`config.mk`:
```
export PLATFORM = sky130hd
export DESIGN_NAME = sram_like_arbiter
export DESIGN_NICKNAME = d
export VERILOG_FILES = /design/src/rtl/sram_like_arbiter.sv
export SDC_FILE = /design/constraint.sdc
export NUM_CORES = 1
export LEC_CHECK = 0
export CAP_MARGIN = 20
export CORE_AREA = 5 5 120 122
export DETAILED_ROUTE_END_ITERATION = 10
export DIE_AREA = 0 0 125 127
export DONT_BUFFER_PORTS = 1
export RECOVER_POWER = 50
export SETUP_SLACK_MARGIN = 0.02
export SLEW_MARGIN = 30
export SYNTH_ARGS = -nofsm -noshare
export SYNTH_HDL_FRONTEND = slang
export SYNTH_SLANG_ARGS = --single-unit
```
`constraint.sdc`:
```
create_clock -name aclk -period 6.35 [get_ports aclk]
set_clock_uncertainty 0.1 [all_clocks]
set_input_delay 0.635 -clock aclk [delete_from_list [all_inputs] [get_ports aclk]]
set_output_delay 0.635 -clock aclk [all_outputs]
set_load 0.05 [all_outputs]
```
`src/rtl/sram_like_arbiter.sv`:
```
// Shares one SRAM-like slave port between the inst and data masters and routes responses
// back through an in-order owner-tag FIFO. Define ARB_ROUND_ROBIN_EN for round-robin arbitration.
module sram_like_arbiter #(
  parameter int MAX_OUTSTANDING = 4
) (
  input  logic        aclk,
  input  logic        aresetn,
  input  logic        i_req,
  input  logic        i_wr,
  input  logic [1:0]  i_size,
  input  logic [31:0] i_addr,
  input  logic [3:0]  i_wstrb,
  input  logic [31:0] i_wdata,
  output logic        i_addr_ok,
  output logic        i_data_ok,
  output logic [31:0] i_rdata,
  input  logic        d_req,
  input  logic        d_wr,
  input  logic [1:0]  d_size,
  input  logic [31:0] d_addr,
  input  logic [3:0]  d_wstrb,
  input  logic [31:0] d_wdata,
  output logic        d_addr_ok,
  output logic        d_data_ok,
  output logic [31:0] d_rdata,
  output logic        s_req,
  output logic        s_wr,
  output logic [1:0]  s_size,
  output logic [31:0] s_addr,
  output logic [3:0]  s_wstrb,
  output logic [31:0] s_wdata,
  input  logic        s_addr_ok,
  input  logic        s_data_ok,
  input  logic [31:0] s_rdata,
  output logic        busy,
  output logic        err_orphan
);

  localparam int PW = $clog2(MAX_OUTSTANDING);
  localparam logic [PW:0] DEPTH = (PW+1)'(MAX_OUTSTANDING);

  logic [PW-1:0]              wr_ptr, rd_ptr;
  logic [PW:0]                count;
  logic [MAX_OUTSTANDING-1:0] owner_mem;
  logic                       lock_valid, lock_owner, err_q;
  logic                       full, empty, gnt_valid, gnt_owner, push, pop, head_owner;

  assign full  = (count == DEPTH);
  assign empty = (count == '0);

`ifdef ARB_ROUND_ROBIN_EN
  logic rr_last;

  always_ff @(posedge aclk) begin
    if (!aresetn) rr_last <= 1'b0;
    else if (push) rr_last <= gnt_owner;
  end
`endif

  // Owner encoding: 0 = inst, 1 = data. A locked request keeps the port even when full.
  always_comb begin
    gnt_valid = 1'b0;
    gnt_owner = 1'b0;
    if (aresetn) begin
      if (lock_valid) begin
        gnt_valid = 1'b1;
        gnt_owner = lock_owner;
      end else if (!full) begin
`ifdef ARB_ROUND_ROBIN_EN
        if (d_req && i_req) begin
          gnt_valid = 1'b1;
          gnt_owner = ~rr_last;
        end else if (d_req) begin
`else
        if (d_req) begin
`endif
          gnt_valid = 1'b1;
          gnt_owner = 1'b1;
        end else if (i_req) begin
          gnt_valid = 1'b1;
          gnt_owner = 1'b0;
        end
      end
    end
  end

  assign s_req   = gnt_valid & (gnt_owner ? d_req : i_req);
  assign s_wr    = gnt_valid & (gnt_owner ? d_wr : i_wr);
  assign s_size  = gnt_valid ? (gnt_owner ? d_size  : i_size)  : 2'b00;
  assign s_addr  = gnt_valid ? (gnt_owner ? d_addr  : i_addr)  : 32'h0;
  assign s_wstrb = gnt_valid ? (gnt_owner ? d_wstrb : i_wstrb) : 4'h0;
  assign s_wdata = gnt_valid ? (gnt_owner ? d_wdata : i_wdata) : 32'h0;

  assign push       = s_req & s_addr_ok;
  assign pop        = aresetn & s_data_ok & ~empty;
  assign head_owner = owner_mem[rd_ptr];

  assign i_addr_ok = push & ~gnt_owner;
  assign d_addr_ok = push & gnt_owner;
  assign i_data_ok = pop & ~head_owner;
  assign d_data_ok = pop & head_owner;
  assign i_rdata   = s_rdata;
  assign d_rdata   = s_rdata;

  assign busy       = (count != '0) | lock_valid;
  assign err_orphan = err_q;

  always_ff @(posedge aclk) begin
    if (!aresetn) begin
      wr_ptr     <= '0;
      rd_ptr     <= '0;
      count      <= '0;
      owner_mem  <= '0;
      lock_valid <= 1'b0;
      lock_owner <= 1'b0;
      err_q      <= 1'b0;
    end else begin
      if (push) begin
        owner_mem[wr_ptr] <= gnt_owner;
        wr_ptr            <= wr_ptr + PW'(1);
      end
      if (pop) rd_ptr <= rd_ptr + PW'(1);
      case ({push, pop})
        2'b10:   count <= count + (PW+1)'(1);
        2'b01:   count <= count - (PW+1)'(1);
        default: count <= count;
      endcase
      lock_valid <= s_req & ~s_addr_ok;
      if (s_req & ~s_addr_ok) lock_owner <= gnt_owner;
      if (s_data_ok & empty) err_q <= 1'b1;
    end
  end

`ifndef SYNTHESIS
  // Grants are never issued unlocked while full, so an overflowing push means a broken lock.
  always_ff @(posedge aclk) begin
    if (aresetn) assert (!(push && full && !pop));
  end
`endif

endmodule

```
==> summary.md <==
| Metric | Value |
|---|---|
| Status | finished, final reports clean |
| Critical path launch point type | flop |
| Initial antenna violation count | 0 |
| Post-CTS setup buffer count | 0 |
| IO buf count | 0 |
| Dpl hpwl | 7730 microns |
| Finish-stage setup viols | 0 |
| Placed cell count | between 400 and 500 |
| Min-Delay Path Class | flop to flop |
| Post-route antenna net violation count | 0 |
| H-tree levels | 1 |
| CTS Sinks | 14 |
| R2r startpoint | lock_valid |
| Count of non-filler cells in the finished layout | about 480 |
| DRT Pass-1 Iters | 4 |
| Pwr dens | approximately 210 mW/mm^2 |
| Hold_sp | owner_mem[3] |
| Number of fill cells | 1495 |
| Site Rows | 42 |
| Unrepaired setup endpoints after global routing | false |
| Pin count of the biggest net entering global routing | between 40 and 50 |
| Fin crit share | slightly above 70% |
| DRC errors left | 0 |
| Tmin final | roughly 4500 ps |
| Placer Congestion | between 0.7 and 0.8 |
| Crit-path max FO | 41 |
| RR Endpoint | count[2] |
| Clock buffer count from CTS | 3 |
| Share of layout cells above drive strength 1 | a little under a quarter |
| Synth area leaders | nand2_1, buf_4, a21oi_1 |
| MaxCap Viol Count | 0 |
| Crit path DAT | about 3700 ps |
| Die X | around 130 microns |
| Ant diodes | 0 |
| Sequential area share after synthesis | between 10% and 20% |
| Max_slew headroom | between 10% and 20% |
| Hold path depth | 2 |
| Asr flop ratio synth | 0% |
| Synth top area share | roughly 25% |
| Crit end category | output port |
| Net Sw Power | roughly 0.25 mW |
| Int Pwr | between 0.2 and 0.25 mW |
| Total global routing overflow | 0 |
| Final hold vios | 0 |
| Core area | around 0.013 sq mm |
| P&R area growth vs syn | 0.669% |
| Placed instance area | 0.00205 sq mm |
| Total negative slack | 0 ps |
| WHS Endpoint | owner_mem[3] |
| Yosys Warn Count | 0 |
| Vias in the first global route | between 2000 and 2500 |
| Sequential power share | about 22% |
| Initial Util | between 10% and 20% |
| WL/cell | between 15 and 20 microns |
| Worst R2R Path Depth | 9 |
| I/O pins | about 320 |
| CTS resizes | 0 |
| Synth Instances | around 380 |
| Critical Path RT | about 5600 ps |
| Internal reg-to-reg setup slack | 3240 ps |
| All-Layer GR Usage | 10.3% |
| Cell Area, Synth | 0.00224 sq mm |
| Post-synth EDFFs | 0 |
| Avg Cell Area, Syn | 5.86 sq um |
| Commonest non-fill, non-tap cell in the layout | nand2_1 |
| Initial DRC count | 88 |
| Post-synth top flop | dfxtp_1 |
| Logic pwr share | a little over half |
| Crit path kind | flop to output port |
| Die height | 127 microns |
| Library cells used by synthesis | 34 |
| DRT Wirelength | 9310 microns |
| Fin area | about 0.0023 sq mm |
| Final Max Tran Viols | 0 |
| Max Fclk | approximately 220 MHz |
| Skew-Pair Late Insertion Delay | between 200 and 250 ps |
| Via density per instance | 4.59 |
| Actual slew at the worst max-slew pin | 1250 ps |
| Die Footprint | approximately 0.016 sq mm |
| Clock buffer depth | 2 |
| Clock root buffer | clkbuf_16 |
| LEAKAGE | 0.828 nW |
| CTS tree | built |
| Via count | 2211 |
| #FFs+latches synth | 14 |
| Most frequent cells in the layout | nand2_1, a21oi_2, a21oi_1 |
| Sw frac | a little over half |
| Clock transition at the registers of the reported paths | about 40 ps |
| Clock power share | between 20 and 25% |
| Syn_nets | roughly 570 |
| CTS Hold Buffers Added | 0 |
| Synth area leader | nand2_1 |
| First-pass GRT wire length | 13200 microns |
| Fin nets | 494 |
| Peak supply drop | roughly 0.08 mV |
-- cell families (layout without fill, tap and decap cells) --
logic type,Yosys count,in the layout,synth area share (%)
flops,14,14,12.5
compound gates,81,81,19.0
mux,8,8,4.13
fa+ha+maj,6,6,3.68
buf+inv,94,17,27.3
simple gates,176,176,31.8
xor+xnor,4,4,1.56
-- layout make-up --
class,count,area (sq um),area share (%)
clock buffer,3,75.1,3.32
tap,176,220,9.75
multi-input combinational,275,1560,69.3
timing repair buffer,7,92.6,4.10
inverter,7,26.3,1.16
sequential,14,280,12.4
-- synthesized netlist by cell type, types with 3 or more instances --
library cell and n:
nand2_1 150, a21oi_1 74, buf_4 66, dfxtp_1 14
nor2_1 10, buf_2 9, clkbuf_1 9, inv_1 7
mux2i_1 7, ha_1 5, nand3_1 5, buf_1 3
xor2_1 3
-- stage by stage --
stage | util (%) | hold WS [ps] | total power, mW | setup slack [ps]
floorplan | - | 335 | 0.419 | 3490
global placement | 14.8 | 358 | 0.334 | 2530
detailed placement | 15.6 | 354 | 0.346 | 2670
CTS | 16.2 | 362 | 0.462 | 2470
global route | 17.3 | 361 | 0.496 | 1450
finish | 17.3 | 364 | 0.471 | 1880
-- power groups by stage --
stage	Clock, mW	Combinational, mW	Sequential, mW
6_report	0.115	0.253	0.103
5_1_grt	0.121	0.272	0.103
4_1_cts	0.117	0.242	0.103
3_5_place_dp	0	0.241	0.105
3_3_place_gp	0	0.230	0.104
2_1_floorplan	0	0.316	0.103
-- routing by layer --
metal / global-route usage [%] / part of all wire [%]
met1: 12.2 / 36
met2: 17.4 / 50
met3: 5.43 / 13
met4: 1.02 / 0.46
met5: 0 / 0
-- sequential cells by signal (all words and copies together) (netlist names) --
signal      count
owner_mem       4
count           3
err_orphan      1
rd_ptr          2
lock_valid      1
wr_ptr          2
lock_owner      1
-- critical path, cell delays in order (launching register included) --
cell     delay, ps
dfxtp_1        380
nor3b_1        510
o21a_1        1050
buf_4          540
nand2_1        130
a21oi_1        850
-- how the worst max path moves through the flow --
stage	slack, ps	from	to	cells after the start
6_report	1880	count[2]	s_wdata[20]	5
5_1_grt	1450	count[2]	s_wdata[20]	5
4_1_cts	2470	count[2]	s_wdata[2]	5
3_5_place_dp	2670	d_req	s_addr[31]	5
3_3_place_gp	2530	d_req	s_addr[5]	5
2_1_floorplan	3490	d_req	s_wdata[11]	5
No activity file was read; power rests on OpenSTA's default activity.
